**src/rtl/cpu_pkg.sv**
```systemverilog
// Shared CPU types and constants for the memory-access stage.
// Latency: n/a (definitions only).
// Backpressure: n/a.
package cpu_pkg;

    localparam logic [4:0]  NOPRegAddr   = 5'b00000;
    localparam logic [31:0] ZeroWord     = 32'h0000_0000;
    localparam logic        WriteEnable  = 1'b1;
    localparam logic        WriteDisable = 1'b0;

    typedef enum logic [3:0] {
        NOP = 4'd0,
        LB  = 4'd1,
        LBU = 4'd2,
        LH  = 4'd3,
        LHU = 4'd4,
        LW  = 4'd5,
        SB  = 4'd6,
        SH  = 4'd7,
        SW  = 4'd8
    } lsu_op_t;

    typedef logic [1:0] lsu_state_t;
    localparam lsu_state_t ST_IDLE = 2'd0;
    localparam lsu_state_t ST_BUSY = 2'd1;
    localparam lsu_state_t ST_DONE = 2'd2;

    function automatic logic is_mem_op(input logic [3:0] op);
        return (op >= LB) && (op <= SW);
    endfunction

    function automatic logic is_store_op(input logic [3:0] op);
        return (op == SB) || (op == SH) || (op == SW);
    endfunction

endpackage

```
**src/rtl/lsu_align.sv**
```systemverilog
// Byte-lane steering for big-endian loads and stores, plus alignment check.
// Latency: purely combinational.
// Backpressure: none; outputs track inputs.
module lsu_align
    import cpu_pkg::*;
(
    input  logic [3:0]  op,
    input  logic [1:0]  addr,
    input  logic [31:0] rt,
    input  logic [31:0] rdata,
    output logic [3:0]  sel,
    output logic [31:0] wdata,
    output logic [31:0] load_data,
    output logic        misaligned
);

    logic [7:0]  rd_b;
    logic [15:0] rd_h;

    // Byte 0 lives in the most significant lane.
    assign rd_b = 8'(rdata >> {~addr, 3'b000});
    assign rd_h = 16'(rdata >> {~addr[1], 4'b0000});

    always_comb begin
        sel        = 4'b0000;
        wdata      = rt;
        load_data  = ZeroWord;
        misaligned = 1'b0;
        case (op)
            LB, LBU, SB: begin
                sel       = 4'b1000 >> addr;
                wdata     = {4{rt[7:0]}};
                load_data = (op == LB) ? {{24{rd_b[7]}}, rd_b} : {24'b0, rd_b};
            end
            LH, LHU, SH: begin
                misaligned = addr[0];
                sel        = addr[1] ? 4'b0011 : 4'b1100;
                wdata      = {2{rt[15:0]}};
                load_data  = (op == LH) ? {{16{rd_h[15]}}, rd_h} : {16'b0, rd_h};
            end
            LW, SW: begin
                misaligned = |addr;
                sel        = 4'b1111;
                load_data  = rdata;
            end
            default: ;
        endcase
    end

endmodule

```
**src/rtl/mem_lsu.sv**
```systemverilog
// Memory-access stage: ALU results pass through, loads/stores run one req/ack bus cycle.
// Latency: pass-through 0 cycles; memory op 1 issue cycle + bus wait, result on the ack cycle.
// Backpressure: stallreq holds the pipeline until ack/timeout; stall_i at ack parks the result in DONE.
module mem_lsu
    import cpu_pkg::*;
#(
    parameter int ADDR_W     = 32,
    parameter int DATA_W     = 32,
    parameter int REG_ADDR_W = 5,
    parameter int TIMEOUT    = 255
) (
    input  logic                  clk,
    input  logic                  rst,
    input  logic [REG_ADDR_W-1:0] ex_wd,
    input  logic                  ex_wreg,
    input  logic [DATA_W-1:0]     ex_wdata,
    input  logic [3:0]            ex_memop,
    input  logic [ADDR_W-1:0]     ex_memaddr,
    input  logic [DATA_W-1:0]     ex_memdata,
    input  logic                  stall_i,
    output logic [REG_ADDR_W-1:0] mem_wd,
    output logic                  mem_wreg,
    output logic [DATA_W-1:0]     mem_wdata,
    output logic                  stallreq,
    output logic                  exc_align,
    output logic                  exc_bus,
    output logic                  bus_req,
    output logic                  bus_we,
    output logic [ADDR_W-1:0]     bus_addr,
    output logic [3:0]            bus_sel,
    output logic [DATA_W-1:0]     bus_wdata,
    input  logic [DATA_W-1:0]     bus_rdata,
    input  logic                  bus_ack
);

    localparam int               CNT_W  = (TIMEOUT < 2) ? 1 : $clog2(TIMEOUT + 1);
    localparam logic [CNT_W-1:0] TO_MAX = CNT_W'(TIMEOUT);

    typedef struct packed {
        logic [REG_ADDR_W-1:0] wd;
        logic                  wreg;
        logic [DATA_W-1:0]     wdata;
    } wb_t;

    lsu_state_t            state;
    logic [CNT_W-1:0]      cnt;
    logic [3:0]            op_q;
    logic [1:0]            a_q;
    logic [REG_ADDR_W-1:0] wd_q;
    logic                  wreg_q;
    wb_t                   res_q;
    wb_t                   wb;

    logic        idle;
    logic [3:0]  al_op;
    logic [1:0]  al_addr;
    logic [3:0]  al_sel;
    logic [31:0] al_wdata;
    logic [31:0] al_load;
    logic        al_mis;
    logic        start;
    logic        finish;

    // While busy the ex_mem inputs may be anything, so lane logic runs off the latched op.
    assign idle    = (state == ST_IDLE);
    assign al_op   = idle ? ex_memop : op_q;
    assign al_addr = idle ? ex_memaddr[1:0] : a_q;

    lsu_align u_align (
        .op         (al_op),
        .addr       (al_addr),
        .rt         (ex_memdata),
        .rdata      (bus_rdata),
        .sel        (al_sel),
        .wdata      (al_wdata),
        .load_data  (al_load),
        .misaligned (al_mis)
    );

    assign start  = idle && is_mem_op(ex_memop) && !al_mis;
    assign finish = (state == ST_BUSY) && (bus_ack || (cnt == TO_MAX));

    always_comb begin
        wb.wd     = ex_wd;
        wb.wreg   = ex_wreg;
        wb.wdata  = ex_wdata;
        stallreq  = 1'b0;
        exc_align = 1'b0;
        exc_bus   = 1'b0;
        case (state)
            ST_IDLE: begin
                if (is_mem_op(ex_memop)) begin
                    wb.wreg = WriteDisable;
                    if (al_mis) exc_align = 1'b1;
                    else        stallreq  = 1'b1;
                end
            end
            ST_BUSY: begin
                wb.wd    = wd_q;
                wb.wreg  = WriteDisable;
                wb.wdata = '0;
                if (bus_ack) begin
                    if (!is_store_op(op_q)) begin
                        wb.wreg  = wreg_q;
                        wb.wdata = al_load;
                    end
                end else if (cnt == TO_MAX) begin
                    exc_bus = 1'b1;
                end else begin
                    stallreq = 1'b1;
                end
            end
            ST_DONE: wb = res_q;
            default: ;
        endcase
    end

    assign mem_wd    = wb.wd;
    assign mem_wreg  = wb.wreg;
    assign mem_wdata = wb.wdata;

    always_ff @(posedge clk) begin
        if (!rst) begin
            state     <= ST_IDLE;
            cnt       <= '0;
            bus_req   <= 1'b0;
            bus_we    <= 1'b0;
            bus_addr  <= '0;
            bus_sel   <= 4'b0000;
            bus_wdata <= '0;
            op_q      <= NOP;
            a_q       <= 2'b00;
            wd_q      <= REG_ADDR_W'(NOPRegAddr);
            wreg_q    <= WriteDisable;
            res_q     <= '{wd: REG_ADDR_W'(NOPRegAddr), wreg: WriteDisable, wdata: '0};
        end else begin
            case (state)
                ST_IDLE: begin
                    if (start) begin
                        bus_req   <= 1'b1;
                        bus_we    <= is_store_op(ex_memop);
                        bus_addr  <= {ex_memaddr[ADDR_W-1:2], 2'b00};
                        bus_sel   <= al_sel;
                        bus_wdata <= al_wdata;
                        cnt       <= '0;
                        op_q      <= ex_memop;
                        a_q       <= ex_memaddr[1:0];
                        wd_q      <= ex_wd;
                        wreg_q    <= ex_wreg;
                        state     <= ST_BUSY;
                    end
                end
                ST_BUSY: begin
                    if (finish) begin
                        bus_req <= 1'b0;
                        if (stall_i) begin
                            res_q <= wb;
                            state <= ST_DONE;
                        end else begin
                            state <= ST_IDLE;
                        end
                    end else begin
                        cnt <= cnt + 1'b1;
                    end
                end
                ST_DONE: begin
                    if (!stall_i) state <= ST_IDLE;
                end
                default: state <= ST_IDLE;
            endcase
        end
    end

endmodule

```
**config.mk**
```make
export PLATFORM = sky130hd
export DESIGN_NAME = mem_lsu
export DESIGN_NICKNAME = d
export VERILOG_FILES = /design/src/rtl/cpu_pkg.sv /design/src/rtl/lsu_align.sv /design/src/rtl/mem_lsu.sv
export SDC_FILE = /design/constraint.sdc
export NUM_CORES = 1
export LEC_CHECK = 0
export CELL_PAD_IN_SITES_DETAIL_PLACEMENT = 1
export CELL_PAD_IN_SITES_GLOBAL_PLACEMENT = 2
export CORE_ASPECT_RATIO = 0.7
export CORE_UTILIZATION = 35
export DETAILED_ROUTE_END_ITERATION = 7
export DONT_BUFFER_PORTS = 1
export HOLD_SLACK_MARGIN = 0.06
export PLACE_DENSITY_LB_ADDON = 0.1
export SYNTH_ARGS = -nofsm -noshare
export SYNTH_HDL_FRONTEND = slang
export SYNTH_SLANG_ARGS = --single-unit
export TNS_END_PERCENT = 50
```
**constraint.sdc**
```tcl
create_clock -name clk -period 3.75 [get_ports clk]
set_input_delay 0.9375 -clock clk [delete_from_list [all_inputs] [get_ports clk]]
set_output_delay 0.9375 -clock clk [all_outputs]
set_load 0.01 [all_outputs]
```
* Word level (Yosys, flattened, before mapping)
Index checks and enable logic that the tools add are counted.
** Operators by class
- Shift-type cells :: 3
- Divide/modulo/power cells :: 0
- Reductions and logical operators :: 21
- Add/subtract/negate cells :: 1
- Order comparisons :: 2
- Equality and inequality tests :: 21
- Multiply operators :: 0
- Multiplexer cells :: 37
- Bitwise operators :: 2
** Operators with widths (count)
- 32-bit one-hot mux with 2 select lines :: 2
- 32-bit one-hot mux with 3 select lines :: 1
- 33-bit 2-to-1 mux :: 2
- 32-bit 2-to-1 mux :: 2
- 4-bit by 3-bit == test with 1-bit output (second input constant) :: 8
- 32-bit by 5-bit right shift with 16-bit output :: 1
- 32-bit by 5-bit right shift with 8-bit output :: 1
- 8-bit 2-to-1 mux :: 2
- 8-bit one-hot mux with 2 select lines :: 1
- 1-bit 2-to-1 mux :: 13
- 4-bit == test (second input constant) :: 3
- 4-bit one-hot mux with 3 select lines :: 1
- 3-bit AND reduction :: 4
- 2-bit 2-to-1 mux :: 5
- 5-bit one-hot mux with 2 select lines :: 1
- 8-bit by 1-bit adder with 8-bit output (second input constant) :: 1
- 4-bit by 2-bit == test with 1-bit output (second input constant) :: 2
- 8-bit == test (second input constant) :: 1
- 4-bit 2-to-1 mux :: 2
- 2-bit inequality test (second input constant) :: 3
- 1-bit one-hot mux with 2 select lines :: 3
- 2-bit one-hot mux with 3 select lines :: 1
- 3-bit OR reduction :: 2
- 1-bit logical OR :: 5
- 16 further kinds :: 20
** Storage, ports and cells
- Bits in read-only memories :: 0
- Memories kept :: 0
- Output and inout port bits :: 111
- Input port bits :: 142
- Latch bits :: 0
- Register bits after elaboration :: 128
- Bits in writable memories :: 0

* Depth between registers and ports, before layout
Gate-level depths: netlist (run 1).
- Depth in word-level cells :: 9
- Gate-level depth with buffers :: 13

* Cells and area by module
Synthesis (run 1) repeated with hierarchy kept, for this count alone.
** Unflattened totals
- Cells, all modules :: 799
- Area, all modules :: 6988.0 um^2
** By module, submodules not included
- mem_lsu :: instances 1, seq. area each 2562.5 um^2, cells an instance 630, area an instance 5662.9 um^2
- lsu_align :: instances 1, seq. area each 0.0 um^2, cells an instance 169, area an instance 1325.0 um^2

* Worst setup path after synthesis (run 1)
OpenSTA, ideal clock, no wires.
- Kind :: input port to output port
- From :: in ex_memop[1]
- To :: out mem_wdata[8]
- Stages :: 8
- Buffers on the path :: 2
- Data required time :: 2.812 ns
- Setup slack :: 0.149 ns
- Data arrival time :: 2.664 ns
- Cells stage by stage :: clkbuf_2 mux2_2 nor4_4 o31a_2 nand2_4 buf_2 o22ai_1 a31o_1
** On the way
- Cells in the longest elaborated chain, start to end :: 7
** RTL lines
- from (decl) :: RTL line mem_lsu.sv:17 : input logic [3:0] ex_memop,
- 4-bit 2-to-1 mux (*) :: RTL line mem_lsu.sv:66 : assign al_op = idle ? ex_memop : op_q;
- 4-bit by 3-bit == test with 1-bit output, or another cell as far along :: RTL line lsu_align.sv:29 : case (op)
- 3-bit OR reduction, or another cell as far along :: RTL line lsu_align.sv:29
- 32-bit one-hot mux with 3 select lines (*) :: RTL line lsu_align.sv:29
- 33-bit 2-to-1 mux (*) :: RTL line mem_lsu.sv:103 : if (!is_store_op(op_q)) begin
- 33-bit 2-to-1 mux (*) :: RTL line mem_lsu.sv:102 : if (bus_ack) begin
- 32-bit one-hot mux with 2 select lines (*) :: RTL line mem_lsu.sv:90 : case (state)
- to (decl) :: RTL line mem_lsu.sv:23 : output logic [DATA_W-1:0] mem_wdata,
Mark *: on every way between the ends. The rest lies on a longest branch, timed or not.

* Worst setup path after layout (run 1)
- From :: reg state[1]
- To :: out mem_wdata[31]
** On the way
- Cells in the longest elaborated chain, start to end :: 9
** RTL lines
- from (decl) :: RTL line mem_lsu.sv:45 : lsu_state_t state;
- from (signal assigned) :: RTL line mem_lsu.sv:124 : state <= ST_IDLE;
- from (signal assigned) :: RTL line mem_lsu.sv:150 : state <= ST_BUSY;
- from (signal assigned) :: RTL line mem_lsu.sv:158 : state <= ST_DONE;
- 2-bit zero test :: RTL line mem_lsu.sv:65 : assign idle = (state == ST_IDLE);
- 2-bit 2-to-1 mux :: RTL line mem_lsu.sv:67 : assign al_addr = idle ? ex_memaddr[1:0] : a_q;
- 1-bit NOT or 2-bit NOT (tied branches) :: RTL line lsu_align.sv:22, lsu_align.sv:21
- 32-bit by 5-bit right shift with 16-bit output or 32-bit by 5-bit right shift with 8-bit output (tied branches) :: RTL line lsu_align.sv:22, lsu_align.sv:21
- 32-bit 2-to-1 mux (on tied branches) :: RTL line lsu_align.sv:39, lsu_align.sv:33
- 32-bit one-hot mux with 3 select lines :: RTL line lsu_align.sv:29
- 33-bit 2-to-1 mux :: RTL line mem_lsu.sv:103
- 33-bit 2-to-1 mux :: RTL line mem_lsu.sv:102
- 32-bit one-hot mux with 2 select lines (*) :: RTL line mem_lsu.sv:90
Marked as above.

==> run_results.csv, run 1 <==
group,metric,value,unit
status,run_status,"complete, no violations",
routing,first_pass_iters,5,
sta,rsz0062_at_grt,"true",
sta,slew_violations,0,
synth,synthCells,917,
routing,routed_wl,27300,um
cells_and_area,antenna_cells,0,
floorplanning,start_util,36.38,%
cts,cts.clk_slew.worst_paths,0.06,ns
sta,whs,0.4580,ns
routing,dr_wl_met2,12110,um
pwr,total_power,5.162,mW
cells_and_area,area_growth,16.26,%
routing,drt_iter0_drc,435,
cts,cts_tree,"done",
routing,via_per_inst,6.028,
pwr,powerDensity,606.6,nW/um^2
sta,worstMarginPinSlew,0.7883,ns
placement,io_buffers,0,
synth,syn_area,7320,sq um
sta,maxSlewHeadroom,47.25,%
placement,dp_slack,0.1333,ns
cells_and_area,fin_area,8509,sq um
worst_setup_path,crit_fanout,17,
routing,wl_per_cell,22.78,um
cells_and_area,final_cell_mix,"210 x nand2_1, 126 x dfxtp_1, 72 x a21oi_1",
floorplanning,core-area,20120,sq um
placement,dpl-instance-area,7639,sq um
worst_setup_path,start_kind,"flop",
sta,fin_skew,0.01125,ns
routing,antenna_left,0,
synth,synth_edf_count,0,
cells_and_area,final_common_cell,"nand2_1",
routing,drcViolationCount,0,
cells_and_area,finalNetCount,1062,
synth,synth_flop_cell,"dfxtp_1",
floorplanning,dieWidth,174.8,um
sta,fin_tns_setup,0,ns
cts,clock_sinks,128,
placement,hpwl,19050,um
placement,place_inst,1148,
pwr,ir_drop,0.2752,mV
floorplanning,die_area,21500,sq um
floorplanning,die_y,123.0,um
synth,synth_cell_types,71,
synth,synth_async_sr_flop_share,0,%
synth,ys_seq_area_share,35.01,%
worst_setup_path,arrival,2.76,ns
sta,period_needed,3.700,ns
floorplanning,rows,43,
routing,wl_met1,12410,um
sta,setup_slack,0.04978,ns
global_route,grt_overflow,0,
cts,cts-root-buf,"clkbuf_16",
synth,ys_ff_latch,128,
routing,highest_layer,"met4",
floorplanning,ioPinCount,253,
sta,hold_viol,0,
worst_setup_path,cp-end-kind,"primary output",
hold_path,hold_path.class,"flop to flop",
routing,dr_wl_met3,2389,um
worst_setup_path,crit_type,"flop to primary output",
pwr,p_leak,3.013,nW
cells_and_area,drive_gt1_share,15.19,%
synth,ys_warn_count,0,
global_route,grt_pass1_wl,41650,um
worst_setup_path,cp_data_required_time,2.81,ns
cells_and_area,fin_util,42.29,%
cts,cts-htree-levels,4,
cts,clk_latency,0.42,ns
cells_and_area,fillCellCount,2401,
cts,numCtsBuffers,17,
cts,ctsLongestPathBuffers,2,
routing,num_vias,7221,
sta,fin_crit_sh,98.67,%
sta,setup_viol,0,
global_route,grt_usage,24.77,%
cells_and_area,fin_cells,1198,
sta,fmax,270.3,MHz
synth,avgSynthCellArea,7.982,sq um
global_route,antenna_found_initial,0,
placement,gp_congestion,0.8490,
global_route,grt_pass1_vias,7371,
global_route,grt_max_degree,95,
job,max-cap-violations,0,
## synthesized netlist by cell type (9+ instances only)
master	number	share of area, %
a21oi_1	72	4.9
a31oi_1	31	2.6
buf_4	9	0.92
dfxtp_1	128	35
a22o_1	14	1.7
clkbuf_1	40	2.1
a221o_1	18	2.5
a311o_1	16	2.2
o21ai_0	25	1.7
o211ai_1	10	1.0
nor2b_1	22	1.9
a22oi_1	15	1.5
nor2_1	15	0.77
buf_2	21	1.4
nand4_1	10	0.85
nand3_1	30	2.1
o21ai_1	29	2.0
o22ai_1	10	0.85
a21boi_1	53	5.4
mux2i_1	18	2.5
nand2_1	211	11
## routing by layer
metal / vias to the layer above / global-route usage (%)
met3: 29 / 8.303
met5: - / 0
li1: 3343 / -
met1: 3578 / 32.52
met4: 0 / 6.304
met2: 271 / 39.04
## path summary, 6_finish.rpt
kind / start / to / slack, ns / cells past startpoint
max: state[1] / mem_wdata[31] / 0.05 / 12
min: wd_q[3] / wd_q[3] / 0.46 / 2
min reg2reg: wd_q[3] / wd_q[3] / 0.46 / 2
max reg2reg: state[0] / cnt[6] / 0.72 / 11
## sequential cells by signal, summed over array words and instances, names as in the netlist
signal,count
wd_q,5
bus_wdata,32
bus_addr,30
bus_we,1
res_q,38
bus_req,1
bus_sel,4
wreg_q,1
cnt,8
state,2
a_q,2
op_q,4
## cells by family (layout without fill, tap and decap cells)
| logic type | count (synthesis) | in the layout | share of synthesized area (%) |
|---|---|---|---|
| other | 1 | 2 | 0.05123 |
| AO/OA/AOI/OAI | 335 | 335 | 32.91 |
| multiplexers | 28 | 28 | 4.427 |
| XOR/XNOR | 3 | 3 | 0.3590 |
| AND/OR/NAND/NOR | 332 | 333 | 20.79 |
| adder cells (fa/ha/maj) | 5 | 5 | 0.8547 |
| flip-flops | 128 | 128 | 35.01 |
| buffers and inverters | 85 | 94 | 5.607 |
## report_power, final
group / internal [mW] / switching, mW
sequential: 1.53 / 0.191
combinational: 0.680 / 1.17
clock: 0.894 / 0.695
## area by class of cell
| cell class | count | area, sq um | area share (%) |
|---|---|---|---|
| multi-input combinational | 706 | 4497 | 52.85 |
| sequential | 128 | 2565 | 30.14 |
| timing repair buffer | 55 | 529.3 | 6.220 |
| clock buffer | 20 | 456.7 | 5.367 |
| tap | 270 | 337.8 | 3.970 |
| clock inverter | 12 | 97.59 | 1.147 |
| inverter | 7 | 26.28 | 0.3088 |
## repair_timing
action | 4_1_cts | 5_1_grt
setup buffers | 4 | 11
cloned | 0 | 3
pin swaps | 1 | 11
hold buffers | 0 | 0
setup endpoints to repair | 34 | 34
gates resized for setup | 12 | 17
## critical path: stages, from the launching register on
cell	delay (ns)
dfxtp_2	0.36
inv_2	0.06
ha_4	0.20
buf_6	0.15
mux2i_4	0.19
buf_12	0.16
buf_6	0.14
nand2_1	0.08
nand2_2	0.07
o221ai_4	0.29
clkbuf_16	0.23
a21oi_1	0.07
a311o_1	0.34
(Power assumes the default switching activity.)
==> run 2, diff against run 1 <==
Settings changed: RECOVER_POWER set to 25, SYNTH_HIERARCHICAL set to 1.
==> run_results.csv, run 2 <==
group,metric,value,unit
hold_path,hold_path.class,"flop to flop",
floorplanning,rows,42,
synth,ys_warn_count,6,
worst_setup_path,cp_data_required_time,2.81,ns
cells_and_area,final_cell_mix,"126 x dfxtp_1, 119 x nor2_1, 81 x mux2i_1",
synth,synth_edf_count,0,
cts,cts-root-buf,"clkbuf_16",
routing,num_vias,6279,
sta,fin_crit_sh,102.9,%
cts,cts-htree-levels,4,
cts,cts_tree,"done",
cells_and_area,largest-register,"res_q",
synth,synth_cell_types,66,
sta,slew_violations,0,
cells_and_area,antenna_cells,0,
synth,synth_async_sr_flop_share,0,%
worst_setup_path,crit_family,"simple AND/OR/NAND/NOR gates",
floorplanning,die_area,20540,sq um
worst_setup_path,r2r-end,"cnt[7]",
hold_path,holdPathEnd,"res_q[11]",
worst_setup_path,worst_path_max_delay_cell,"or3b_4",
cells_and_area,area_growth,22.70,%
cells_and_area,fin_cells,1110,
placement,place_inst,1059,
global_route,grt_max_degree,75,
cells_and_area,largest_reg_flops,38,
synth,ys_seq_area_share,36.67,%
cells_and_area,finalNetCount,980,
sta,period_needed,3.860,ns
routing,routed_wl,23440,um
pwr,p_leak,3.477,nW
routing,drt_iter0_drc,290,
global_route,grt_usage,22.17,%
worst_setup_path,start_kind,"flop",
worst_setup_path,slowest_delay,0.42,ns
synth,avgSynthCellArea,8.746,sq um
sta,maxSlewHeadroom,51.38,%
cts,cts.clk_slew.worst_paths,0.06,ns
synth,yosysTopAreaCellShare,36.67,%
worst_setup_path,cp-end-kind,"primary output",
cts,clk_latency,0.42,ns
job,max-cap-violations,0,
pwr,powerDensity,824.8,nW/um^2
routing,drcViolationCount,0,
floorplanning,die_y,120.2,um
routing,antenna_left,0,
worst_setup_path,arrival,2.92,ns
worst_setup_path,r2r-start,"state[0]",
cts,ctsLongestPathBuffers,2,
cells_and_area,final_common_cell,"dfxtp_1",
floorplanning,ioPinCount,253,
worst_setup_path,crit_fanout,7,
sta,fmax,259.1,MHz
pwr,ir_drop,0.4185,mV
global_route,grt_pass1_wl,35190,um
worst_setup_path,crit_type,"flop to primary output",
routing,first_pass_iters,5,
hold_path,min_path_cells,1,
floorplanning,start_util,36.33,%
routing,via_per_inst,5.657,
cts,numCtsBuffers,17,
synth,ys_ff_latch,128,
worst_setup_path,reg2reg_slack,0.44,ns
sta,whs,0.4767,ns
placement,io_buffers,0,
global_route,antenna_found_initial,0,
worst_setup_path,rr_worst_depth,15,
floorplanning,dieWidth,170.9,um
global_route,grt_overflow,0,
sta,hold_viol,0,
cells_and_area,drive_gt1_share,22.93,%
routing,wl_per_cell,21.12,um
synth,yosys.area.top_type,"dfxtp_1",
cells_and_area,top_regs,"res_q x38, bus_wdata x32, bus_addr x30",
synth,synth_area_leaders,"dfxtp_1 37%, mux2i_1 12%, nor2_1 6.4%",
placement,hpwl,16460,um
synth,synth_most_common_cell,"dfxtp_1",
cts,postCtsHoldBufs,0,
cts,clock_sinks,128,
floorplanning,core-area,19230,sq um
synth,synthCells,799,
sta,setup_viol,29,
worst_setup_path,cp_cell_sequence,"inv_2 > ha_4 > mux2_4 > or3b_4 > a21oi_4 > and2b_2 > buf_6 > a221o_1 > nand4_1 > a31oi_1 > buf_4",
sta,setup_slack,-0.1102,ns
status,run_status,"finished, violations left",
sta,fin_skew,0.01242,ns
worst_setup_path,crit_buf_inv,3,
placement,gp_congestion,0.8177,
hold_path,hp-start,"res_q[11]",
status,failed_checks,"setup timing",
synth,synthTopCellsByCount,"128 x dfxtp_1, 119 x nor2_1, 81 x mux2i_1",
synth,syn_area,6988,sq um
synth,synth_flop_cell,"dfxtp_1",
global_route,grt_pass1_vias,6330,
sta,worstMarginPinSlew,0.7293,ns
sta,rsz0062_at_grt,"true",
==> run 2: cell types whose count changed after synthesis, moves of 16 or more <==
cell	before	now
nand2_1	211	71
a22o_1	14	33
nor2b_1	22	2
nor2_1	15	119
a21boi_1	53	2
a21oi_1	72	17
nand3_1	30	8
nand4_1	10	35
o21ai_1	29	1
mux2i_1	18	81
a311o_1	16	0
mux2_2	5	21
==> run 2: how the worst max path moves through the flow <==
| stage | depth (start not counted) | to | startpoint | slack, ns |
|---|---|---|---|---|
| 2_1_floorplan | 12 | stallreq | ex_memop[0] | -0.06 |
| 3_3_place_gp | 9 | mem_wdata[5] | ex_memop[1] | 0.04 |
| 3_5_place_dp | 9 | mem_wdata[6] | ex_memop[1] | 0.009 |
| 4_1_cts | 11 | mem_wdata[5] | state[1] | -0.09 |
| 5_1_grt | 11 | mem_wdata[5] | state[1] | -0.21 |
| 6_report | 11 | mem_wdata[1] | state[0] | -0.11 |
==> run 2: layout make-up <==
cell class / instances / area [sq um]
multi-input combinational: 578 / 4134
fill: 2195 / 10660
timing repair buffer: 94 / 873.3
sequential: 128 / 2565
clock buffer: 19 / 442.9
tap: 264 / 330.3
inverter: 14 / 52.55
clock inverter: 13 / 176.4
==> run 2: through the flow <==
stage / instance area, sq um / TNS [ns] / worst slack [ns] / power [mW] / utilization (%)
after CTS: 8335 / -0.9757 / -0.08972 / 6.938 / 43.34
final: 8574 / -1.184 / -0.1102 / 7.072 / 44.58
after global placement: 7612 / 0 / 0.04188 / 4.938 / 39.58
after detailed placement: 7612 / 0 / 0.008895 / 5.046 / 39.58
after floorplan: 7051 / -0.06246 / -0.06246 / 4.037 / -
after global routing: 8574 / -4.940 / -0.2060 / 7.491 / 44.58
==> run 2: logic make-up after synthesis <==
logic type	after synthesis	share of synthesized area, %
flops	128	36.67
mux	110	17.56
other cells	1	0.05366
compound gates	182	19.46
xor+xnor	1	0.1254
fa+ha+maj	5	0.8953
buf+inv	94	6.625
simple gates	278	18.60
==> run 2: what timing repair did <==
item / CTS / global route
endpoints found under the setup margin: 34 / 34
setup buffers: 7 / 9
resized for setup: 10 / 26
hold endpoints to repair: 0 / 0
pin swaps: 8 / 54
gates cloned: 0 / 3
==> run 2: report_power, final <==
part / switching, mW / internal [mW] / total, mW
registers: 0.287 / 1.64 / 1.93
logic: 1.78 / 1.59 / 3.37
clock network: 0.698 / 1.08 / 1.78
total: 2.76 / 4.31 / 7.07
==> run 2: per-layer routing <==
| layer | routed length, um | track usage [%] |
|---|---|---|
| met3 | 2094 | 7.103 |
| met5 | 0 | 0 |
| met1 | 10310 | 28.65 |
| met4 | 418 | 6.641 |
| met2 | 10620 | 35.15 |
==> run 2: worst reg2reg max path, delay by kind of cell, from the launching register on <==
family / cells / cell delay, ns
mux: 1 / 0.34
buf+inv: 6 / 0.75
fa+ha+maj: 1 / 0.21
flops: 1 / 0.32
simple gates: 3 / 0.74
compound gates: 4 / 0.86
